===== src/rtl/relation_witness_scanner.sv =====
`default_nettype none
// ============================================================================
// Module   : relation_witness_scanner
// Purpose  : Sequential friends(A,B) checker over a loadable hates/2 fact table;
//            searches witness C one atom per clock (FIRST or COUNT mode).
// Revision : 1.0 - initial release
// ============================================================================
module relation_witness_scanner #(
  parameter int ATOM_W    = 3,
  parameter int NUM_ATOMS = 6,
  parameter int NUM_FACTS = 4,
  parameter int FADDR_W   = (NUM_FACTS > 1) ? $clog2(NUM_FACTS) : 1,
  parameter int CNT_W     = $clog2(NUM_ATOMS + 1)
) (
  input  logic               clk,
  input  logic               rst_n,
  input  logic               fact_we,
  output logic               fact_ready,
  input  logic [FADDR_W-1:0] fact_addr,
  input  logic               fact_en,
  input  logic [ATOM_W-1:0]  fact_a,
  input  logic [ATOM_W-1:0]  fact_b,
  input  logic               q_valid,
  output logic               q_ready,
  input  logic [ATOM_W-1:0]  q_a,
  input  logic [ATOM_W-1:0]  q_b,
  input  logic               q_mode,
  output logic               r_valid,
  input  logic               r_ready,
  output logic               r_found,
  output logic [ATOM_W-1:0]  r_witness,
  output logic [CNT_W-1:0]   r_count,
  output logic               busy
);

  typedef enum logic [1:0] {
    S_IDLE = 2'd0,
    S_SCAN = 2'd1,
    S_DONE = 2'd2
  } state_t;

  localparam logic [ATOM_W-1:0] c_last_atom = ATOM_W'(NUM_ATOMS - 1);
  localparam logic [CNT_W-1:0]  c_cnt_max   = CNT_W'(NUM_ATOMS);

  state_t              r_state;
  logic [NUM_FACTS-1:0] r_fact_v;
  logic [ATOM_W-1:0]   r_fact_a [NUM_FACTS];
  logic [ATOM_W-1:0]   r_fact_b [NUM_FACTS];

  logic [ATOM_W-1:0]   r_a;
  logic [ATOM_W-1:0]   r_b;
  logic [ATOM_W-1:0]   r_c;
  logic                r_mode;
  logic [CNT_W-1:0]    r_res_cnt;
  logic                r_res_found;
  logic [ATOM_W-1:0]   r_res_wit;
  logic                r_rvalid;
  logic                r_busy;
  logic                r_idle_rdy;

  logic                w_fact_wr;
  logic                w_e_ac;
  logic                w_e_cb;
  logic                w_hit;

  // The table may only change while idle, so a running scan sees a frozen table.
  assign w_fact_wr = fact_we & r_idle_rdy;

  always_ff @(posedge clk or negedge rst_n) begin
    if (!rst_n) begin
      r_fact_v <= '0;
      for (int i = 0; i < NUM_FACTS; i++) begin
        r_fact_a[i] <= '0;
        r_fact_b[i] <= '0;
      end
    end else if (w_fact_wr) begin
      for (int i = 0; i < NUM_FACTS; i++) begin
        if (fact_addr == FADDR_W'(i)) begin
          r_fact_v[i] <= fact_en;
          r_fact_a[i] <= fact_a;
          r_fact_b[i] <= fact_b;
        end
      end
    end
  end

  // enemies() is symmetric, so each entry is matched in both orientations.
  always_comb begin
    w_e_ac = 1'b0;
    w_e_cb = 1'b0;
    for (int i = 0; i < NUM_FACTS; i++) begin
      if (r_fact_v[i]) begin
        if ((r_fact_a[i] == r_a && r_fact_b[i] == r_c) ||
            (r_fact_a[i] == r_c && r_fact_b[i] == r_a))
          w_e_ac = 1'b1;
        if ((r_fact_a[i] == r_c && r_fact_b[i] == r_b) ||
            (r_fact_a[i] == r_b && r_fact_b[i] == r_c))
          w_e_cb = 1'b1;
      end
    end
  end

  assign w_hit = w_e_ac & w_e_cb;

  always_ff @(posedge clk or negedge rst_n) begin
    if (!rst_n) begin
      r_state     <= S_IDLE;
      r_a         <= '0;
      r_b         <= '0;
      r_c         <= '0;
      r_mode      <= 1'b0;
      r_res_cnt   <= '0;
      r_res_found <= 1'b0;
      r_res_wit   <= '0;
      r_rvalid    <= 1'b0;
      r_busy      <= 1'b0;
      r_idle_rdy  <= 1'b1;
    end else begin
      case (r_state)
        S_IDLE: begin
          if (q_valid && r_idle_rdy) begin
            r_a         <= q_a;
            r_b         <= q_b;
            r_mode      <= q_mode;
            r_c         <= '0;
            r_res_cnt   <= '0;
            r_res_found <= 1'b0;
            r_res_wit   <= '0;
            r_busy      <= 1'b1;
            r_idle_rdy  <= 1'b0;
            r_state     <= (q_a == q_b) ? S_DONE : S_SCAN;
          end
        end
        S_SCAN: begin
          if (w_hit) begin
            if (r_res_cnt != c_cnt_max)
              r_res_cnt <= r_res_cnt + CNT_W'(1);
            if (!r_res_found) begin
              r_res_found <= 1'b1;
              r_res_wit   <= r_c;
            end
          end
          if ((w_hit && !r_mode) || (r_c == c_last_atom))
            r_state <= S_DONE;
          else
            r_c <= r_c + ATOM_W'(1);
        end
        S_DONE: begin
          // First DONE cycle raises r_valid; the handshake is taken once it is visible.
          if (!r_rvalid) begin
            r_rvalid <= 1'b1;
          end else if (r_ready) begin
            r_rvalid   <= 1'b0;
            r_busy     <= 1'b0;
            r_idle_rdy <= 1'b1;
            r_state    <= S_IDLE;
          end
        end
        default: begin
          r_state    <= S_IDLE;
          r_rvalid   <= 1'b0;
          r_busy     <= 1'b0;
          r_idle_rdy <= 1'b1;
        end
      endcase
    end
  end

  assign fact_ready = r_idle_rdy;
  assign q_ready    = r_idle_rdy;
  assign busy       = r_busy;
  assign r_valid    = r_rvalid;
  assign r_found    = r_res_found;
  assign r_witness  = r_res_wit;
  assign r_count    = r_res_cnt;

endmodule
`default_nettype wire


===== config.mk =====
export PLATFORM = sky130hd
export DESIGN_NAME = relation_witness_scanner
export DESIGN_NICKNAME = d
export VERILOG_FILES = /design/src/rtl/relation_witness_scanner.sv
export SDC_FILE = /design/constraint.sdc
export NUM_CORES = 1
export LEC_CHECK = 0
export ABC_AREA = 0
export ABC_CLOCK_PERIOD_IN_PS = 5600
export CELL_PAD_IN_SITES_DETAIL_PLACEMENT = 0
export CELL_PAD_IN_SITES_GLOBAL_PLACEMENT = 1
export CORE_MARGIN = 5
export CORE_UTILIZATION = 40
export DETAILED_ROUTE_END_ITERATION = 16
export PLACE_DENSITY_LB_ADDON = 0.1
export RECOVER_POWER = 100
export SYNTH_ARGS = -nofsm -noshare
export SYNTH_HDL_FRONTEND = slang
export SYNTH_SLANG_ARGS = --single-unit

===== constraint.sdc =====
create_clock -name clk -period 5.6 [get_ports clk]
set_input_delay 0.56 -clock clk [delete_from_list [all_inputs] [get_ports clk]]
set_output_delay 0.56 -clock clk [all_outputs]
set_load 0.1 [all_outputs]

======== Yosys cells after proc, flatten, opt, wreduce, memory -nomap -nowiden ========
Index checks and enable logic that the tools add are counted.
cells by class
  $add $sub $neg .......................... 2
  equal/unequal tests ..................... 40
  mux-type cells .......................... 44
  bitwise gates (word level) .............. 3
  reduce and logical (&&, ||, !) cells .... 43
operator list
  cell                 number
  $eq 3x3->1           25
  $mux 1               25
  $logic_and 1x1->1    18
  $mux 3               6
  $pmux 3 s2           3
  $ne 2x2->1 const B   8
  $reduce_and 4->1     4
  $mux 2               5
  $reduce_and 2->1     5
  $logic_or 1x1->1     9
  $add 3x1->3 const B  2
  $eq 2x2->1 const B   3
  $pmux 1 s3           2
  $pmux 2 s3           1
  $reduce_and 3->1     2
  $eq 2x1->1 const B   2
  $logic_not 2->1      2
  $pmux 1 s2           2
  $eq 3x3->1 const B   1
  $ne 3x3->1 const B   1
  $and 1x1->1          2
  $reduce_bool 2->1    1
  $reduce_or 2->1      1
  $logic_not 1->1      1
  $not 1->1            1
storage, ports and cells
  flip-flop bits (word level) ............. 50
  input port bits ......................... 21
  output and inout port bits .............. 11
  logic and storage cells ................. 155

======== Longest topological paths before layout ========
Gate-level depths: netlist of run 1.
  depth in word-level cells ............... 16
  gate-level depth with buffers ........... 8
  mapped depth without buffers ............ 7

======== Worst setup path before layout of run 1 ========
Ideal clock, no wire load.
  path kind ............................... register to register
  start point ............................. register r_idle_rdy (netlist: fact_ready)
  end point ............................... register r_fact_a[10] in the netlist's numbering
  data arrival time ....................... 2.120 ns
  required time ........................... 5.473 ns
  setup slack ............................. 3.353 ns
  stages on the path, launching flop included .. 5
  path buffers ............................ 1
  period minus slack after synthesis ...... 2.247 ns
  cell sequence ........................... dfstp_2 clkbuf_1 nand2_1 nor3_1 mux2_1
between the ends
  word-level cells in the longest chain between the ends .. 2
RTL lines
  what                               RTL line  source
  start: declaration                 59        logic r_idle_rdy;
  start signal: assignment           117       r_idle_rdy <= 1'b1;
  start signal: assignment           130       r_idle_rdy <= 1'b0;
  start signal: assignment           155       r_idle_rdy <= 1'b1;
  $and 1x1->1                        67        assign w_fact_wr = fact_we & r_idle_rdy;
  $reduce_and 2->1 (no source line)  --
  end signal: indexed assignment     80        r_fact_a[i] <= fact_a;
  end: declaration                   47        logic [ATOM_W-1:0] r_fact_a [NUM_FACTS];
No other way between the ends.
A chain may end at the register's enable or synchronous reset.

======== Worst setup path after layout of run 1 ========
  start point ............................. register r_c[0]
  end point ............................... register r_state[0]
between the ends
  word-level cells in the longest chain between the ends .. 16
  elaborated cells between the ends (all ways) .. 54
RTL lines
  what                                         RTL line  source
  start: declaration                           52        logic [ATOM_W-1:0] r_c;
  start signal: assignment                     146       r_c <= r_c + ATOM_W'(1);
  $eq 3x3->1, on equally long branches         --
  $logic_and 1x1->1, on equally long branches  --
  $logic_or 1x1->1, on equally long branches   93, 96
  $mux 1, on equally long branches             93, 96
  $mux 1                                       92        if (r_fact_v[i]) begin
  $mux 1, on equally long branches             93, 96
  $mux 1                                       92
  $mux 1, on equally long branches             93, 96
  $mux 1                                       92
  $mux 1, on equally long branches             93, 96
  $mux 1                                       92
  $and 1x1->1                                  103       assign w_hit = w_e_ac & w_e_cb;
  $logic_and 1x1->1                            143       if ((w_hit && !r_mode) || (r_c == c_last_atom))
  $logic_or 1x1->1 *                           143
  $ne 2x2->1 (no source line) *                --
  $reduce_and 4->1 (no source line) *          --
  end signal: assignment                       131       r_state <= (q_a == q_b) ? S_DONE : S_SCAN;
  end: declaration                             45        state_t r_state;
Every way passes the cells marked *; elsewhere a longest branch is shown, timed or not.

==> flow_summary.toml, run 1 <==
[power_and_ir_drop]
peakVddDrop_mv = 0.2415
p_sw_mw = 0.9625
p_clk_share_pct = 12.2
p_per_area_nw_per_um2 = 606.1
p_comb_share_pct = 47.1
pwr-share-seq_pct = 40.7
p_int_mw = 1.138
leakagePower_nw = 1.395
p_sw_share_pct = 45.82

[route]
drtPass1Iterations = 4
detail_route.wirelength_um = 7254
route.detailed.drc = 0
vias = 2153
via_per_inst = 5.175
dr.first_iter.drc_count = 87
wire_per_inst_um = 17.44
ant_nets = 0

[clock_tree]
cts_tree = "yes"
clock_latency_ns = 0.31
clock_tree.root_cell = "clkbuf_8"
ctsResizeCount = 0
hold_buffers = 0
htree_levels = 2
post_cts.repair.setup_buffers = 0
clock_sinks = 50
cts_buffers = 5
clock_path_buffers = 2
clkTransAtPathRegs_ns = 0.09

[placed_design]
dpl_cell_area_um2 = 3402
portBuffers = 31
gp_routability_congestion = 0.8908
place_hpwl_um = 5294

[timing]
drv_slew = 51
hold_viol = 0
rsz0062_at_grt = "false"
relSlewSlack_pct = -78.46
setup_tns_ns = 0
setup_viol = 0
worstMarginPinSlew_ns = 2.677
fmax_mhz = 342.7
skew_ns = 0.01139
post-route-period-util_pct = 52.11
fin_crit_ns = 2.918

[synthesis]
synth-edff-count = 0
syn_inst = 290
ys_types = 34
synth_seq_area_share_pct = 41.19
ys_warn_count = 0
synth-async-reset-ratio_pct = 100.0
synth_flop_cell = "dfrtp_1"
avgSynthCellArea_um2 = 10.48
syn_area_um2 = 3040
yosys_register_bits = 50
synth_nets = 315

[grt]
grt_pass1_vias = 2263
busiest_layer = "met2"
grt_pass1_wl_um = 12120
antenna_found_initial = 0
grtUsageTotal_pct = 16.06
grt_max_degree = 51
grt_overflow = 0
use_met3_pct = 3.230
grt_use_met2_pct = 27.07
met1_usage_pct = 19.79

[status]
status = "finished, violations left"
violations = "capacitance limit, slew limit"

[final_layout]
drive_gt1_share_pct = 3.470
multi_input_area_um2 = 1644
regArea_um2 = 1252
n_fill_cell = 714
areaGrowthSynthToFinish_pct = 13.99
stdcell_area_um2 = 3466
antennaDiodeCount = 0
fin_nets = 341

[worst_setup_path]
crit_type = "reg2reg"
setup.worst_path.end_class = "flop"
critPathMaxFanout = 13
cp.required_ns = 5.78
cp.arrival_ns = 3.09
critical_path.startpoint_type = "flop"

[die]
die-height_um = 97.19
placementRows = 31
core_area_um2 = 7331
dieArea_um2 = 9445
start_util_pct = 41.47
dieWidth_um = 97.19
ios = 32

[worst_hold_path]
min_path_type = "reg2reg"

[run]
max_cap_viol_count = 1
==> metal layers <==
layer	part of all wire [%]	up-vias
met5	0	-
met2	48	41
met3	3.2	19
li1	-	1039
met1	45	1054
met4	3.1	0
==> metrics by stage <==
stage / total power, mW / setup slack, ns / hold slack [ns] / std cells / util, %
after floorplan: 1.662 / 3.353 / 0.2644 / 290 / -
after global placement: 1.886 / 2.973 / 0.5222 / 408 / 46.41
after detailed placement: 1.896 / 2.957 / 0.5281 / 408 / 46.41
after CTS: 2.154 / 2.905 / 0.3817 / 416 / 47.86
after global routing: 2.265 / 2.181 / 0.5617 / 416 / 47.28
final: 2.101 / 2.682 / 0.5382 / 416 / 47.28
==> flip-flops by register name (all words and copies together), names as in the netlist <==
register,count
busy,1
fact_ready,1
r_a,3
r_b,3
r_c,3
r_count,3
r_fact_a,12
r_fact_b,12
r_fact_v,4
r_found,1
r_mode,1
r_state,2
r_valid,1
r_witness,3
==> layout by cell type (no fill, tap or decap), drive strengths merged, types with 8 or more instances in the layout <==
cell            n
xor2           15
clkdlybuf4s50  16
clkbuf          8
mux2i           8
mux2           28
dfrtp          49
xnor2          60
nand2          32
dlygate4sd3    14
nand3          23
inv             8
==> cell families after synthesis <==
logic type | share of synthesized area, %
compound gates | 6.955
xor+xnor | 21.60
fa+ha+maj | 1.646
buf+inv | 3.457
flops | 41.19
mux | 13.00
simple gates | 12.14
==> power by group through the flow <==
stage	Sequential (mW)	Clock (mW)	Combinational (mW)
6_report	0.855	0.257	0.989
5_1_grt	0.891	0.278	1.10
4_1_cts	0.863	0.261	1.03
3_5_place_dp	0.871	0	1.02
3_3_place_gp	0.871	0	1.01
2_1_floorplan	0.838	0	0.824
==> critical path: stages, from the launching register on <==
cell and delay, ns:
dfrtp_1 0.75, xnor2_1 0.18, nand3_1 0.14, nor4_1 0.31
o21ai_0 0.12, a32oi_1 0.70, a221oi_1 0.34, o21bai_1 0.25
==> cell usage after synthesis, types with 2 or more instances <==
| cell type | n | area share, % |
|---|---|---|
| nand2b_1 | 2 | 0.41 |
| nand3_1 | 23 | 3.8 |
| inv_1 | 8 | 0.99 |
| xor2_1 | 15 | 4.3 |
| nand4_1 | 3 | 0.62 |
| nor4_1 | 4 | 0.82 |
| ha_1 | 4 | 1.6 |
| mux2_1 | 28 | 10 |
| nor2b_1 | 2 | 0.41 |
| nand2_2 | 2 | 0.41 |
| nand2_1 | 30 | 3.7 |
| dfrtp_1 | 49 | 40 |
| xnor2_1 | 60 | 17 |
| o21ai_1 | 3 | 0.49 |
| clkbuf_1 | 3 | 0.37 |
| nor3_1 | 5 | 0.82 |
| nor2_1 | 7 | 0.86 |
| buf_2 | 6 | 0.99 |
| mux2i_1 | 8 | 2.6 |
| a21oi_1 | 5 | 0.82 |
| o22ai_1 | 7 | 1.4 |
| buf_4 | 3 | 0.74 |
| a22oi_1 | 2 | 0.49 |
==> final cells by class <==
type                       instances  area share [%]
inverter                           8          0.8664
clock buffer                       7           2.202
multi-input combinational        219           47.44
tap                               99           3.574
timing repair buffer              32           8.917
sequential                        50           36.14
clock inverter                     1          0.8664
==> final timing paths <==
check / startpoint / to / slack, ns / cells past startpoint
worst max-delay path: r_c[0]$_DFFE_PN0P_ / r_state[0]$_DFFE_PN0P_ / 2.68 / 7
worst min-delay path: r_witness[1]$_DFFE_PN0P_ / r_witness[1]$_DFFE_PN0P_ / 0.54 / 2
worst max register to register: r_c[0]$_DFFE_PN0P_ / r_state[0]$_DFFE_PN0P_ / 2.68 / 7
worst min register to register: r_witness[1]$_DFFE_PN0P_ / r_witness[1]$_DFFE_PN0P_ / 0.54 / 2
max in group asynchronous: rst_n / r_witness[0]$_DFFE_PN0P_ / 2.90 / 2
min in group asynchronous: rst_n / r_fact_a[10]$_DFFE_PN0P_ / 1.17 / 2
No activity file was read; power rests on OpenSTA's default activity.
==> run 2, diff against run 1 <==
- ABC_CLOCK_PERIOD_IN_PS: 5600 -> 2700
- clock period: 5.6 -> 2.7 ns (I/O delays scaled with it)
==> flow_summary.toml, run 2 (synthesized netlist as in run 1, its figures left out) <==
[die]
dieArea_um2 = 9445
die-height_um = 97.19
ios = 32
dieWidth_um = 97.19
core_area_um2 = 7331
placementRows = 31
start_util_pct = 41.47

[clock_tree]
hold_buffers = 0
clock_latency_ns = 0.31
cts_buffers = 5
htree_levels = 2
clock_sinks = 50
post_cts.repair.setup_buffers = 0
cts_tree = "yes"
clkTransAtPathRegs_ns = 0.09
clock_tree.root_cell = "clkbuf_8"
clock_path_buffers = 2
ctsResizeCount = 0

[worst_setup_path]
critical-path-max-stage-delay_ns = 0.74
cp.required_ns = 2.89
crit_cells = 7
crit_type = "reg2reg"
setup.worst_path.end_class = "flop"
critical_path.startpoint_type = "flop"
crit_family = "flip-flops"
cp.arrival_ns = 2.57
cp_slowest_cell = "dfrtp_1"
crit_chain = "xnor2_1 -> nand3_1 -> nor4_1 -> o21ai_1 -> a32oi_4 -> nand2_1 -> mux2i_1"
ff2ff_path_depth = 7
critPathMaxFanout = 13
path_buf_inv = 0

[route]
ant_nets = 0
route.detailed.drc = 0
detail_route.wirelength_um = 7289
dr.first_iter.drc_count = 70
via_per_inst = 5.203
wire_per_inst_um = 17.40
drtPass1Iterations = 4
vias = 2180

[final_layout]
drive_gt1_share_pct = 4.688
final_common_cell = "xnor2_1"
antennaDiodeCount = 0
stdcell_area_um2 = 3450
areaGrowthSynthToFinish_pct = 13.46
layout_common_cells = "xnor2_1 (60), dfrtp_1 (49), nand2_1 (32), mux2_1 (28), nand3_1 (23)"
top_regs = "r_fact_a: 12 flops, r_fact_b: 12 flops, r_fact_v: 4 flops"
fin_nets = 344

[timing]
fin_crit_ns = 2.381
post-route-period-util_pct = 88.17
rsz0062_at_grt = "false"
drv_slew = 0
relSlewSlack_pct = 14.08
skew_ns = 0.007213
setup_tns_ns = 0
hold_viol = 0
setup_slack_ns = 0.3194
worstMarginPinSlew_ns = 1.289
setup_viol = 0
fmax_mhz = 420.1

[power_and_ir_drop]
peakVddDrop_mv = 0.4159
leakagePower_nw = 1.362
p_per_area_nw_per_um2 = 1271

[placed_design]
dpl_cell_area_um2 = 3397
pre_cts_slack_ns = 0.3130
place_hpwl_um = 5268
portBuffers = 31
gp_routability_congestion = 0.8763

[grt]
grt_max_degree = 51
grtUsageTotal_pct = 15.86
antenna_found_initial = 0
grt_overflow = 0
grt_pass1_vias = 2163
grt_pass1_wl_um = 11820

[run]
max_cap_viol_count = 0

[status]
status = "finished clean"

[worst_hold_path]
min_path_type = "in2async"
## run 2: changes by cell type in the layout (fill, tap and decap cells not counted), moves of 2 or more
cell / before / now
clkinv_2: 0 / 2
clkdlybuf4s50_1: 16 / 19
dlygate4sd3_1: 14 / 0
clkbuf_1: 3 / 13
## run 2: path summary, 6_finish.rpt
| check | start | to | slack (ns) |
|---|---|---|---|
| min in group clk | q_mode | r_mode$_DFFE_PN0P_ | 0.51 |
| setup / recovery | r_c[0]$_DFFE_PN0P_ | r_witness[0]$_DFFE_PN0P_ | 0.32 |
| max in group asynchronous | rst_n | r_fact_b[8]$_DFFE_PN0P_ | 1.61 |
| hold / removal | rst_n | r_fact_a[0]$_DFFE_PN0P_ | 0.30 |
| setup reg to reg | r_c[0]$_DFFE_PN0P_ | r_witness[0]$_DFFE_PN0P_ | 0.32 |
| hold reg to reg | r_count[0]$_DFFE_PN0P_ | r_count[0]$_DFFE_PN0P_ | 0.53 |
## run 2: cell type report
| cell class | count | area, um^2 |
|---|---|---|
| clock buffer | 5 | 68.82 |
| inverter | 8 | 30.03 |
| fill | 731 | 3881 |
| sequential | 50 | 1252 |
| clock inverter | 3 | 40.04 |
| tap | 99 | 123.9 |
| multi-input combinational | 219 | 1678 |
| timing repair buffer | 35 | 256.5 |
## run 2: layer usage
metal	vias up	part of all wire, %	track usage (%)
met5	-	0	0
met4	0	2.9	6.156
met3	18	2.6	3.087
met2	47	49	25.96
met1	1071	46	20.65
li1	1044	-	-
## run 2: worst register-to-register path: cells and delay by family, from the launching register on
family          cells  cell delay, ns
compound gates      2            0.55
flops               1            0.74
mux                 1            0.16
simple gates        3            0.63
xor+xnor            1            0.19
## run 2: report_power, final
group          internal [mW]  switching (mW)  total [mW]
combinational          0.976            1.10        2.07
sequential              1.08           0.703        1.78
clock                  0.273           0.257       0.530
## run 2: metrics by stage
step                      power [mW]  util, %  hold slack, ns  instances
final                          4.383    47.06          0.3045        419
after global routing           4.696    47.06          0.4183        419
after CTS                      4.477    47.82         0.09774        419
after detailed placement       3.929    46.34          0.4340        411
after global placement         3.899    46.34          0.4257        411
after floorplan                3.448        -        -0.02559        290
